===== src/rtl/execute_muldiv_unit.sv =====
`default_nettype none
// ============================================================================
// Module   : execute_muldiv_unit
// Brief    : Iterative mult/multu/div/divu unit owning HI/LO; the restoring
//            divider is built only when EXE_MULDIV_DIV_EN is defined.
// Revision : 1.0 - initial release
// ============================================================================
module execute_muldiv_unit #(
   parameter int DATA_W = 32,
   parameter int CNT_W  = 6
) (
   input  logic              clock,
   input  logic              reset,
   input  logic              start,
   input  logic [1:0]        op,
   input  logic [DATA_W-1:0] Ainput,
   input  logic [DATA_W-1:0] Binput,
   input  logic              hi_we,
   input  logic              lo_we,
   input  logic [DATA_W-1:0] wdata,
   output logic              busy,
   output logic              done,
   output logic              div_zero,
   output logic [DATA_W-1:0] hi,
   output logic [DATA_W-1:0] lo
);

   localparam logic [2:0] c_IDLE = 3'd0;
   localparam logic [2:0] c_MUL  = 3'd1;
   localparam logic [2:0] c_FIX  = 3'd3;
   localparam logic [2:0] c_DONE = 3'd4;
`ifdef EXE_MULDIV_DIV_EN
   localparam logic [2:0] c_DIV  = 3'd2;
`endif

   logic [2:0]          r_state;
   logic [CNT_W-1:0]    r_cnt;
   // MUL: {partial product, remaining multiplier}; DIV: low half holds dividend/quotient
   logic [2*DATA_W-1:0] r_acc;
   logic [DATA_W-1:0]   r_mcand;
   logic                r_neg_res;
   logic                r_done;
   logic                r_div_zero;
   logic [DATA_W-1:0]   r_hi;
   logic [DATA_W-1:0]   r_lo;

   logic                w_a_neg;
   logic                w_b_neg;
   logic [DATA_W-1:0]   w_a_abs;
   logic [DATA_W-1:0]   w_b_abs;
   logic [DATA_W:0]     w_sum;
   logic [2*DATA_W-1:0] w_prod;
   logic [DATA_W-1:0]   w_fix_hi;
   logic [DATA_W-1:0]   w_fix_lo;

   assign w_a_neg = ~op[0] & Ainput[DATA_W-1];
   assign w_b_neg = ~op[0] & Binput[DATA_W-1];
   assign w_a_abs = w_a_neg ? -Ainput : Ainput;
   assign w_b_abs = w_b_neg ? -Binput : Binput;
   assign w_sum   = {1'b0, r_acc[2*DATA_W-1:DATA_W]} + (r_acc[0] ? {1'b0, r_mcand} : '0);
   assign w_prod  = r_neg_res ? -r_acc : r_acc;

`ifdef EXE_MULDIV_DIV_EN
   logic [DATA_W-1:0]   r_rem;
   logic                r_neg_rem;
   logic                r_is_div;
   logic [DATA_W:0]     w_shift;
   logic [DATA_W:0]     w_diff;
   logic [DATA_W-1:0]   w_quo;
   logic [DATA_W-1:0]   w_rem;

   // Remainder stays below the divisor, so DATA_W bits hold it between steps
   assign w_shift  = {r_rem, r_acc[DATA_W-1]};
   assign w_diff   = w_shift - {1'b0, r_mcand};
   assign w_quo    = r_neg_res ? -r_acc[DATA_W-1:0] : r_acc[DATA_W-1:0];
   assign w_rem    = r_neg_rem ? -r_rem : r_rem;
   assign w_fix_hi = r_is_div ? w_rem : w_prod[2*DATA_W-1:DATA_W];
   assign w_fix_lo = r_is_div ? w_quo : w_prod[DATA_W-1:0];
`else
   assign w_fix_hi = w_prod[2*DATA_W-1:DATA_W];
   assign w_fix_lo = w_prod[DATA_W-1:0];
`endif

   always_ff @(posedge clock) begin
      if (reset) begin
         r_state    <= c_IDLE;
         r_cnt      <= '0;
         r_acc      <= '0;
         r_mcand    <= '0;
         r_neg_res  <= 1'b0;
         r_done     <= 1'b0;
         r_div_zero <= 1'b0;
         r_hi       <= '0;
         r_lo       <= '0;
`ifdef EXE_MULDIV_DIV_EN
         r_rem      <= '0;
         r_neg_rem  <= 1'b0;
         r_is_div   <= 1'b0;
`endif
      end else begin
         r_done     <= 1'b0;
         r_div_zero <= 1'b0;
         case (r_state)
            c_IDLE: begin
               if (start) begin
                  r_cnt     <= CNT_W'(DATA_W - 1);
                  r_neg_res <= w_a_neg ^ w_b_neg;
                  if (op[1]) begin
`ifdef EXE_MULDIV_DIV_EN
                     r_is_div  <= 1'b1;
                     r_neg_rem <= w_a_neg;
                     r_acc     <= {{DATA_W{1'b0}}, w_a_abs};
                     r_rem     <= '0;
                     r_mcand   <= w_b_abs;
                     if (Binput == '0) begin
                        r_state    <= c_DONE;
                        r_done     <= 1'b1;
                        r_div_zero <= 1'b1;
                        r_hi       <= Ainput;
                        r_lo       <= '1;
                     end else begin
                        r_state    <= c_DIV;
                     end
`else
                     r_state    <= c_DONE;
                     r_done     <= 1'b1;
                     r_div_zero <= 1'b1;
`endif
                  end else begin
`ifdef EXE_MULDIV_DIV_EN
                     r_is_div <= 1'b0;
`endif
                     r_state  <= c_MUL;
                     r_acc    <= {{DATA_W{1'b0}}, w_b_abs};
                     r_mcand  <= w_a_abs;
                  end
               end else begin
                  if (hi_we) r_hi <= wdata;
                  if (lo_we) r_lo <= wdata;
               end
            end
            c_MUL: begin
               r_acc <= {w_sum, r_acc[DATA_W-1:1]};
               r_cnt <= r_cnt - CNT_W'(1);
               if (r_cnt == '0) r_state <= c_FIX;
            end
`ifdef EXE_MULDIV_DIV_EN
            c_DIV: begin
               r_acc[DATA_W-1:0] <= {r_acc[DATA_W-2:0], ~w_diff[DATA_W]};
               r_rem <= w_diff[DATA_W] ? w_shift[DATA_W-1:0] : w_diff[DATA_W-1:0];
               r_cnt <= r_cnt - CNT_W'(1);
               if (r_cnt == '0) r_state <= c_FIX;
            end
`endif
            c_FIX: begin
               r_hi    <= w_fix_hi;
               r_lo    <= w_fix_lo;
               r_done  <= 1'b1;
               r_state <= c_DONE;
            end
            c_DONE:  r_state <= c_IDLE;
            default: r_state <= c_IDLE;
         endcase
      end
   end

   assign busy     = (r_state != c_IDLE);
   assign done     = r_done;
   assign div_zero = r_div_zero;
   assign hi       = r_hi;
   assign lo       = r_lo;

endmodule
`default_nettype wire


===== config.mk =====
export PLATFORM = sky130hd
export DESIGN_NAME = execute_muldiv_unit
export DESIGN_NICKNAME = d
export VERILOG_FILES = /design/src/rtl/execute_muldiv_unit.sv
export SDC_FILE = /design/constraint.sdc
export NUM_CORES = 1
export LEC_CHECK = 0
export CAP_MARGIN = 40
export CORE_UTILIZATION = 45
export DETAILED_ROUTE_END_ITERATION = 10
export PLACE_DENSITY = 0.77
export SLEW_MARGIN = 20
export SYNTH_ARGS = -nofsm -noshare
export SYNTH_HDL_FRONTEND = slang
export SYNTH_SLANG_ARGS = --single-unit

===== constraint.sdc =====
create_clock -name clock -period 8.55 [get_ports clock]
set_clock_uncertainty 0.2 [all_clocks]
set_input_delay 1.71 -clock clock [delete_from_list [all_inputs] [get_ports clock]]
set_output_delay 1.71 -clock clock [all_outputs]
set_load 0.05 [all_outputs]

Word level (Yosys, flattened, before mapping)
Index checks and enable logic that the tools add are counted.

Input bits: 103. Output and inout bits: 67. Register bits: 172.

Add/subtract/negate cells: 5. Bitwise gates (word level): 6. Reductions and logical operators: 13. Muxes and demuxes: 22. Equal/unequal tests: 8.

Operators by type and width (count): 2-to-1 mux 32 bit (7); 2-to-1 mux 64 bit (3); one-hot mux 32 bit (2 select lines) (2); one-hot mux 64 bit (2 select lines) (1); negation 32 bit (2); negation 64 bit (1); adder 32 x 32 -> 33 bit (1); != test 2 bit, second input constant (6); one-hot mux 6 bit (2 select lines) (1); AND reduction 3 bit (4); 2-to-1 mux 3 bit (3); one-hot mux 3 bit (3 select lines) (1); zero test 6 bit (1); 2-to-1 mux 6 bit (1); AND reduction 2 bit (3); subtractor 6 x 1 -> 6 bit, second input constant (1); nonzero test 2 bit (2); == test 3 x 1 -> 1 bit, second input constant (1); == test 3 x 2 -> 1 bit, second input constant (1); zero test 3 bit (1); NOT 1 bit (3); nonzero test 3 bit (1); bitwise AND 1 bit (2); 2-to-1 mux 1 bit (2); other kinds (3) (3).

Depth between registers and ports, before layout
Gate-level depths: netlist (run 1).

Word-level depth: 6. Depth in mapped cells: 13. Gate-level depth less buffers: 11.

Least setup slack after synthesis (run 1)
No wires, ideal clock.

Path kind: input to register. Start: in Ainput[14]. End: reg r_mcand[30]. Stages: 8. Data required time: 8218 ps. Arrival: 3702 ps. Setup slack: 4516 ps. Library setup time: 132 ps. Path through: or4_1 > clkbuf_1 > or4_1 > nor3_1 > a41oi_1 > xor2_1 > nand2_1 > a21oi_1.

Word-level cells in the longest chain between the ends: 2.

Ends and longest elaborated chain: start: declaration (RTL line 16) `input logic [DATA_W-1:0] Ainput,`; negation 32 bit (RTL line 58) `assign w_a_abs = w_a_neg ? -Ainput : Ainput;`; 2-to-1 mux 32 bit (RTL line 58); end signal: assignment (RTL line 135) `r_mcand <= w_a_abs;`; end: declaration (RTL line 40) `logic [DATA_W-1:0] r_mcand;`.

No other way between the ends. A chain may end at the register's enable or synchronous reset.

Worst setup path after layout (run 1)
Start: in Ainput[12]. End: reg r_mcand[30].

Same word-level chain as after synthesis.

==> results of run 1 <==
[cell families after synthesis]
logic type	after synthesis	synth area share (%)
AND/OR/NAND/NOR	562	23.6
AO/OA/AOI/OAI	491	27.3
flip-flops	172	29.7
XOR/XNOR	137	10.4
buffers and inverters	127	4.20
adder cells (fa/ha/maj)	38	4.17
multiplexers	8	0.691
[cell type report]
type	instances	area, um2
Sequential cell	172	3440
Multi-Input combinational cell	1236	7680
Inverter	20	75.1
Fill cell	2333	11100
Clock buffer	18	429
Clock inverter	14	175
Tap cell	330	413
Timing Repair Buffer	188	1850
[per-layer routing]
metal	vias to the layer above	share of wire, %	wire (um)	track usage, %
li1	5814	-	-	-
met1	5595	45	16200	38.6
met2	607	43	15600	41.1
met3	60	9.2	3330	4.76
met4	0	2.4	878	8.92
met5	-	0	0	0
[worst max-delay path: stages]
cell	delay, ns
clkdlybuf4s50_1	0.47
or4_1	0.63
or4_1	0.53
nor3_1	0.56
a41oi_1	0.24
xor2_1	0.19
nand2_1	0.08
a21oi_1	0.06
[synthesized netlist by cell type, types with 3 or more instances]
library cell and number:
nor3b_1 3, nand4_1 15, o21bai_1 7, a22o_1 3, a2111oi_0 6, nor4_1 24
o31a_1 6, inv_1 20, a21boi_0 4, a41oi_1 3, mux2i_1 8, dfxtp_1 172
o31ai_1 31, clkbuf_1 102, o211ai_1 10, o32ai_1 5, and3_1 20, nor2_1 180
ha_1 37, nand3b_1 5, xor2_1 85, nand4b_1 3, o21a_1 5, or4_1 16
a21o_1 15, a32oi_1 6, xnor2_1 52, and2_1 34, a211oi_1 57, a22oi_1 18
nand3_1 18, or3_1 14, nand2_1 153, nor2b_1 11, o41ai_1 8, a31oi_1 14
a221oi_1 5, a311oi_1 9, or2_2 5, nand2b_1 9, nor3_1 39, o22ai_1 13
o21ai_0 104, a21oi_1 140
[power groups by stage]
stage / Combinational (mW) / Sequential [mW] / Clock (mW)
global placement: 0.505 / 0.916 / 0
floorplan: 0.284 / 0.959 / 0
CTS: 0.520 / 0.900 / 0.812
detailed placement: 0.516 / 0.918 / 0
finish: 0.526 / 0.902 / 0.806
global route: 0.566 / 0.908 / 0.849
[how the worst min path moves through the flow]
stage / end / start / cells after the start
2_1_floorplan: r_mcand[23]$_SDFFE_PP0P_ / r_mcand[23]$_SDFFE_PP0P_ / 2
3_3_place_gp: r_mcand[23]$_SDFFE_PP0P_ / r_mcand[23]$_SDFFE_PP0P_ / 2
3_5_place_dp: r_mcand[27]$_SDFFE_PP0P_ / r_mcand[27]$_SDFFE_PP0P_ / 2
4_1_cts: r_mcand[27]$_SDFFE_PP0P_ / r_mcand[27]$_SDFFE_PP0P_ / 2
5_1_grt: r_mcand[27]$_SDFFE_PP0P_ / r_mcand[27]$_SDFFE_PP0P_ / 2
6_report: r_mcand[27]$_SDFFE_PP0P_ / r_mcand[27]$_SDFFE_PP0P_ / 2
[metrics by stage]
step | std cells | power (mW) | area (um2) | util, %
6_report | 1978 | 2.23 | 14100 | 55.8
2_1_floorplan | 1535 | 1.24 | 11600 | -
5_1_grt | 1978 | 2.32 | 14100 | 55.8
3_5_place_dp | 1945 | 1.43 | 13500 | 53.4
4_1_cts | 1977 | 2.23 | 14100 | 55.8
3_3_place_gp | 1937 | 1.42 | 13400 | 53.1
[sequential cells by signal, indices dropped and copies added (netlist names)]
| register | count |
|---|---|
| r_neg_res | 1 |
| r_cnt | 6 |
| hi | 32 |
| r_state | 3 |
| done | 1 |
| lo | 32 |
| div_zero | 1 |
| r_acc | 64 |
| r_mcand | 32 |
[layout by cell type (no fill, tap or decap), types with 10 or more instances in the layout]
master / n
nor2_1: 177
nand2_1: 153
buf_4: 16
and3_1: 20
nand3_1: 18
a211oi_1: 57
a22oi_1: 18
o31ai_1: 31
xor2_1: 85
nor2b_1: 11
nor4_1: 24
and2_1: 34
or4_1: 16
o22ai_1: 13
xnor2_1: 52
a21oi_1: 140
o211ai_1: 10
a31oi_1: 14
nor3_1: 37
nand4_1: 15
clkdlybuf4s50_1: 168
a21o_1: 15
dfxtp_1: 171
clkbuf_16: 17
o21ai_0: 104
inv_1: 20
or3_1: 14
ha_1: 37
==> impl_metrics.yaml, run 1 <==
sta:
  worst_slack_ns: 4.17
  worst_pin_slew_ns: 0.834
  slew_headroom_pct: 42.9
  drv_slew: 0
  fmax_ghz: 0.229
  finalHoldViolCount: 0
  fin_crit_ns: 4.38
  finalCritPeriodShare_pct: 51.2
  fin_tns_setup_ns: 0
  rsz0062_at_grt: "false"
  setup_viol: 0
  hold_ws_ns: 0.246
drt:
  drcViolationCount: 0
  routed-via-count: 12100
  vias_per_cell: 6.11
  drt_first_pass_iters: 6
  drt_iter0_markers: 1354
  postRouteAntennaNets: 0
  drt_wl_total_um: 36100
  wire_per_inst_um: 18.2
floorplan:
  start_util_pct: 46.0
  die_w_um: 162
  rows: 58
  fp.dieArea_mm2: 0.0264
  core_mm2: 0.0252
  num_io_pins: 170
  die_height_um: 162
placement:
  dp_worst_setup_slack_ns: 3.78
  gp_congestion: 0.933
  io_buffers: 169
  hpwl_um: 27400
clocking:
  cts_max_level: 4
  clock_latency_ns: 0.44
  path_clk_slew_ns: 0.07
  clk_path_buf_depth: 2
  cts_root_buf: "clkbuf_16"
  ctsResizeCount: 0
  cts_tree: "done"
  cts_setup_buffers: 0
  cts_made_buffers: 17
  clock_sinks: 172
  hold_buffers: 0
power_and_ir_drop:
  power.leakage_nw: 5.24
  powerDensity_mw_per_mm2: 159
  ir_drop_mv: 0.0917
  combPwrFrac_pct: 23.5
  power.share.clock_pct: 36.1
  power.switching_uw: 742
  seqPwrFrac_pct: 40.4
  switching_share_pct: 33.2
  internal_power_mw: 1.49
worst_setup_path:
  cp-end-kind: "flop"
  cp_max_fo: 6
  cp-startpoint: "Ainput[12]"
  rrSetupSlack_ns: 4.93
  reg2reg_depth: 10
  reg2reg_to: "r_acc[62]$_SDFFE_PP0P_"
  start_kind: "input port"
  cp-endpoint: "r_mcand[30]$_SDFFE_PP0P_"
  path_class: "in -> reg"
  crit_required_ns: 8.65
  r2r_start: "r_acc[0]$_SDFFE_PP0P_"
  cp.arrival_ns: 4.47
global_route:
  antenna_found_initial: 0
  grt_pass1_wl_um: 57300
  grt_overflow_total: 0
  grt_max_degree: 76
  grt.total_usage_pct: 27.1
  grt_pass1_vias: 10800
synth:
  synth_area_mm2: 0.0116
  synthDistinctLibCells: 75
  synth_top_area_share_pct: 29.7
  synth_top_area_cell: "dfxtp_1"
  syn_nets: 1676
  seq_area_frac_synth_pct: 29.7
  synthCells: 1535
  synth_area_leaders: "dfxtp_1, xor2_1, a21oi_1"
  yosys_warnings: 0
  avgSynthCellArea_um2: 7.55
  ys_async_sr_fraction_pct: 0
  synth_ff_type: "dfxtp_1"
  synth-edff-count: 0
  synth-seq-cells: 172
layout:
  nets: 1776
  drive_gt1_share_pct: 4.43
  area_growth_pct: 21.4
  antennaDiodeCount: 0
run:
  cap_violations: 0
min_path:
  hp-class: "reg -> reg"
status:
  status: "complete, no violations"
(Power assumes the default switching activity.)
==> run 2, diff against run 1 <==
PLACE_DENSITY = 0.8   (was 0.77)
clock period = 3.65 ns   (was 8.55 ns; I/O delays follow)
==> impl_metrics.yaml, run 2 (same netlist as run 1, synthesis figures left out) <==
floorplan:
  fp.dieArea_mm2: 0.0264
  die_height_um: 162
  core_mm2: 0.0252
  start_util_pct: 46.0
  rows: 58
  num_io_pins: 170
  die_w_um: 162
layout:
  area_growth_pct: 22.9
  final_common_cell: "nor2_1"
  final_cell_mix: "nor2_1, dfxtp_1, clkdlybuf4s50_1"
  largest_reg_flops: 64
  antennaDiodeCount: 0
  largest-register: "r_acc"
  drive_gt1_share_pct: 5.64
  fin_area_mm2: 0.0142
  fillCellCount: 2345
  nets: 1796
sta:
  finalHoldViolCount: 0
  fin_tns_setup_ns: 0
  fin_crit_ns: 3.27
  worst_pin_slew_ns: 0.770
  fmax_ghz: 0.306
  slew_headroom_pct: 48.2
  worst_slack_ns: 0.381
  drv_slew: 0
  finalCritPeriodShare_pct: 89.6
  setup_viol: 0
  rsz0062_at_grt: "false"
worst_setup_path:
  slowest_delay_ns: 0.48
  rrSetupSlack_ns: 0.38
  start_kind: "flop"
  cp-startpoint: "r_acc[0]$_SDFFE_PP0P_"
  r2r_start: "r_acc[0]$_SDFFE_PP0P_"
  cp.arrival_ns: 3.40
  critPathSlowestCell: "o41a_1"
  cp_max_fo: 16
  cp-endpoint: "r_acc[53]$_SDFFE_PP0P_"
  cp-end-kind: "flop"
  crit_required_ns: 3.78
  reg2reg_to: "r_acc[53]$_SDFFE_PP0P_"
  path_class: "reg -> reg"
  reg2reg_depth: 11
  crit_chain: "and2_1 -> ha_1 -> inv_1 -> fa_1 -> nor2b_1 -> o2111ai_1 -> a21oi_1 -> o41a_1 -> o31a_1 -> or3_1 -> a32o_1"
clocking:
  cts_made_buffers: 17
  clk_path_buf_depth: 2
  cts_max_level: 4
  clock_sinks: 172
  path_clk_slew_ns: 0.07
  cts_tree: "done"
  cts_root_buf: "clkbuf_16"
  hold_buffers: 0
  cts_setup_buffers: 0
  clock_latency_ns: 0.44
run:
  cap_violations: 0
global_route:
  grt.total_usage_pct: 27.1
  antenna_found_initial: 0
  grt_pass1_wl_um: 56800
  grt_pass1_vias: 10700
  grt_overflow_total: 0
  grt_max_degree: 61
drt:
  drcViolationCount: 0
  drt_iter0_markers: 1393
  postRouteAntennaNets: 0
  drt_first_pass_iters: 5
  drt_wl_total_um: 36600
  vias_per_cell: 6.04
  wire_per_inst_um: 18.3
  routed-via-count: 12100
power_and_ir_drop:
  power.leakage_nw: 5.36
  ir_drop_mv: 0.223
  powerDensity_mw_per_mm2: 376
  p_total_mw: 5.35
min_path:
  hp-class: "reg -> reg"
  whs_path_depth: 2
placement:
  hpwl_um: 28100
  gp_congestion: 0.905
  dp_worst_setup_slack_ns: 0.147
  io_buffers: 169
  dpl-instance-area_mm2: 0.0136
status:
  status: "complete, no violations"
## run 2: layout make-up
type                       instances  area, um2  area share (%)
clock buffer                      18        429            3.01
clock inverter                    14        203            1.42
inverter                          20       75.1           0.527
multi-input combinational       1236       7680            53.9
sequential                       172       3450            24.2
tap                              330        413            2.90
timing repair buffer             208       2000            14.0
## run 2: power by group
group / switching [mW] / leakage (nW) / internal [mW]
Clock: 0.832 / 0.307 / 1.16
Sequential: 0.134 / 1.41 / 1.99
Combinational: 0.754 / 3.65 / 0.480
Total: 1.72 / 5.36 / 3.63
## run 2: worst min path at each step
| stage | slack, ns | from | to |
|---|---|---|---|
| global placement | 0.24 | r_mcand[29]$_SDFFE_PP0P_ | r_mcand[29]$_SDFFE_PP0P_ |
| finish | 0.25 | r_mcand[30]$_SDFFE_PP0P_ | r_mcand[30]$_SDFFE_PP0P_ |
| detailed placement | 0.24 | r_mcand[30]$_SDFFE_PP0P_ | r_mcand[30]$_SDFFE_PP0P_ |
| floorplan | 0.23 | r_mcand[23]$_SDFFE_PP0P_ | r_mcand[23]$_SDFFE_PP0P_ |
| global route | 0.26 | r_mcand[30]$_SDFFE_PP0P_ | r_mcand[30]$_SDFFE_PP0P_ |
| CTS | 0.25 | r_mcand[30]$_SDFFE_PP0P_ | r_mcand[30]$_SDFFE_PP0P_ |
## run 2: critical path: cells and delay by family (launching register included)
family	cells	cell delay, ns
AO/OA/AOI/OAI	5	1.47
AND/OR/NAND/NOR	3	0.57
flip-flops	1	0.42
adder cells (fa/ha/maj)	2	0.42
buffers and inverters	1	0.08
## run 2: timing repair
action	4_1_cts	5_1_grt
setup endpoints to repair	0	2
hold endpoints to repair	0	0
resized for setup	0	1
## run 2: metal layers
layer,vias up,routed length [um],global-route usage (%)
met4,0,923,8.40
li1,5854,-,-
met5,-,0,0
met3,59,3430,4.89
met2,560,15700,41.6
met1,5591,16600,38.2
## run 2: through the flow
step	std cells	util (%)	hold slack, ns
global placement	1965	54.0	0.236
CTS	1998	56.5	0.249
detailed placement	1966	54.0	0.241
finish	1998	56.5	0.252
global route	1998	56.5	0.258
floorplan	1535	-	0.227
==> run 3, diff against run 2 <==
CORE_MARGIN = 10   (was default)
==> impl_metrics.yaml, run 3 (same netlist as run 1, synthesis figures left out) <==
min_path:
  min_from: "r_mcand[30]$_SDFFE_PP0P_"
  hp-class: "reg -> reg"
  whs_path_depth: 2
  holdPathEnd: "r_mcand[30]$_SDFFE_PP0P_"
worst_setup_path:
  cp-end-kind: "flop"
  reg2reg_depth: 9
  start_kind: "flop"
  path_buf_inv: 0
  slowest_delay_ns: 0.55
  crit_top_cell: "a21oi_1"
  path_delay_family: "compound AO/OA/AOI/OAI gates"
  cp-startpoint: "r_acc[0]$_SDFFE_PP0P_"
  crit_required_ns: 3.80
  r2r_start: "r_acc[0]$_SDFFE_PP0P_"
  path_class: "reg -> reg"
  critPathSlowestCell: "dfxtp_1"
  cp.arrival_ns: 3.45
  crit_chain: "and2_1 -> ha_1 -> a21o_1 -> a21oi_1 -> a21oi_1 -> o41a_1 -> o31a_1 -> or3_1 -> a32o_1"
  reg2reg_to: "r_acc[53]$_SDFFE_PP0P_"
  cp_max_fo: 13
  rrSetupSlack_ns: 0.35
drt:
  vias_per_cell: 6.01
  postRouteAntennaNets: 0
  drt_iter0_markers: 1203
  drcViolationCount: 0
  wire_per_inst_um: 19.0
  drt_first_pass_iters: 5
  drt_wl_total_um: 38100
  routed-via-count: 12000
layout:
  largest-register: "r_acc"
  final_cell_mix: "nor2_1, dfxtp_1, clkdlybuf4s50_1"
  fillCellCount: 2346
  antennaDiodeCount: 0
  area_growth_pct: 22.7
  regArea_mm2: 0.00344
  fin_area_mm2: 0.0142
  final_common_cell: "nor2_1"
  multiInputGateArea_mm2: 0.00768
  drive_gt1_share_pct: 5.80
  post-route-util_pct: 56.3
  largest_reg_flops: 64
  final_cells: 2001
  nets: 1799
floorplan:
  die_w_um: 180
  die_height_um: 180
  start_util_pct: 45.9
  core_mm2: 0.0253
  rows: 58
  num_io_pins: 170
  fp.dieArea_mm2: 0.0326
sta:
  worst_slack_ns: 0.350
  fin_crit_ns: 3.30
  rsz0062_at_grt: "false"
  finalCritPeriodShare_pct: 90.4
  fin_tns_setup_ns: 0
  hold_ws_ns: 0.255
  finalHoldViolCount: 0
  fmax_ghz: 0.303
  worst_pin_slew_ns: 0.796
  setup_viol: 0
  drv_slew: 0
  slew_headroom_pct: 46.4
power_and_ir_drop:
  power.share.clock_pct: 35.0
  power.leakage_nw: 5.35
  combPwrFrac_pct: 24.1
  seqPwrFrac_pct: 40.9
  p_total_mw: 5.18
  ir_drop_mv: 0.221
  power.switching_mw: 1.77
  internal_power_mw: 3.41
  powerDensity_mw_per_mm2: 365
  switching_share_pct: 34.2
clocking:
  cts_tree: "done"
  cts_root_buf: "clkbuf_16"
  clk_path_buf_depth: 2
  path_clk_slew_ns: 0.08
  clock_latency_ns: 0.45
  cts_setup_buffers: 0
  cts_max_level: 4
  hold_buffers: 0
  ctsResizeCount: 0
  clock_sinks: 172
  cts_made_buffers: 17
placement:
  dp_worst_setup_slack_ns: 0.169
  dpl-instance-area_mm2: 0.0136
  place_inst: 1968
  io_buffers: 169
  hpwl_um: 29700
  gp_congestion: 0.943
global_route:
  grt_pass1_wl_um: 60600
  antenna_found_initial: 0
  grt_overflow_total: 0
  grt_max_degree: 72
  grt.total_usage_pct: 22.3
  grt_pass1_vias: 11100
run:
  cap_violations: 0
status:
  status: "complete, no violations"
## run 3: changes by cell type in the layout (fill, tap and decap cells not counted), sizes merged
cell and delta:
bufinv -4, buf +3, inv +2, clkinv +2
## run 3: worst max path at each step
stage	depth (start not counted)	slack [ns]	end
2_1_floorplan	11	0.46	r_acc[53]$_SDFFE_PP0P_
3_3_place_gp	9	0.21	r_mcand[30]$_SDFFE_PP0P_
3_5_place_dp	9	0.17	r_mcand[30]$_SDFFE_PP0P_
4_1_cts	9	0.38	r_acc[53]$_SDFFE_PP0P_
5_1_grt	10	0.14	r_acc[55]$_SDFFE_PP0P_
6_report	9	0.35	r_acc[53]$_SDFFE_PP0P_
## run 3: final cells by class
cell class	instances	share of cell area (%)
multi-input cells	1236	54.0
flip-flops and latches	172	24.2
repair buffers	211	14.2
clock buffers	18	3.09
well taps	330	2.91
clock inverters	14	1.01
inverters	20	0.528
## run 3: metal layers
metal / GRT usage, % / part of all wire, % / up-vias
li1: - / - / 5861
met5: 0 / 0 / -
met1: 31.2 / 45 / 5565
met4: 6.36 / 2.0 / 0
met3: 4.56 / 9.1 / 54
met2: 33.9 / 43 / 551
## run 3: worst reg2reg max path, delay by kind of cell (launching register included)
family	cells	cell delay [ns]
AO/OA/AOI/OAI	6	1.68
adder cells (fa/ha/maj)	1	0.28
flip-flops	1	0.55
AND/OR/NAND/NOR	2	0.50
## run 3: power by group through the flow
stage               registers, mW  logic, mW  clock network, mW
floorplan                    2.25      0.666                  0
global placement             2.15       1.21                  0
detailed placement           2.16       1.22                  0
CTS                          2.12       1.23               1.83
global route                 2.13       1.36               1.90
finish                       2.12       1.25               1.82
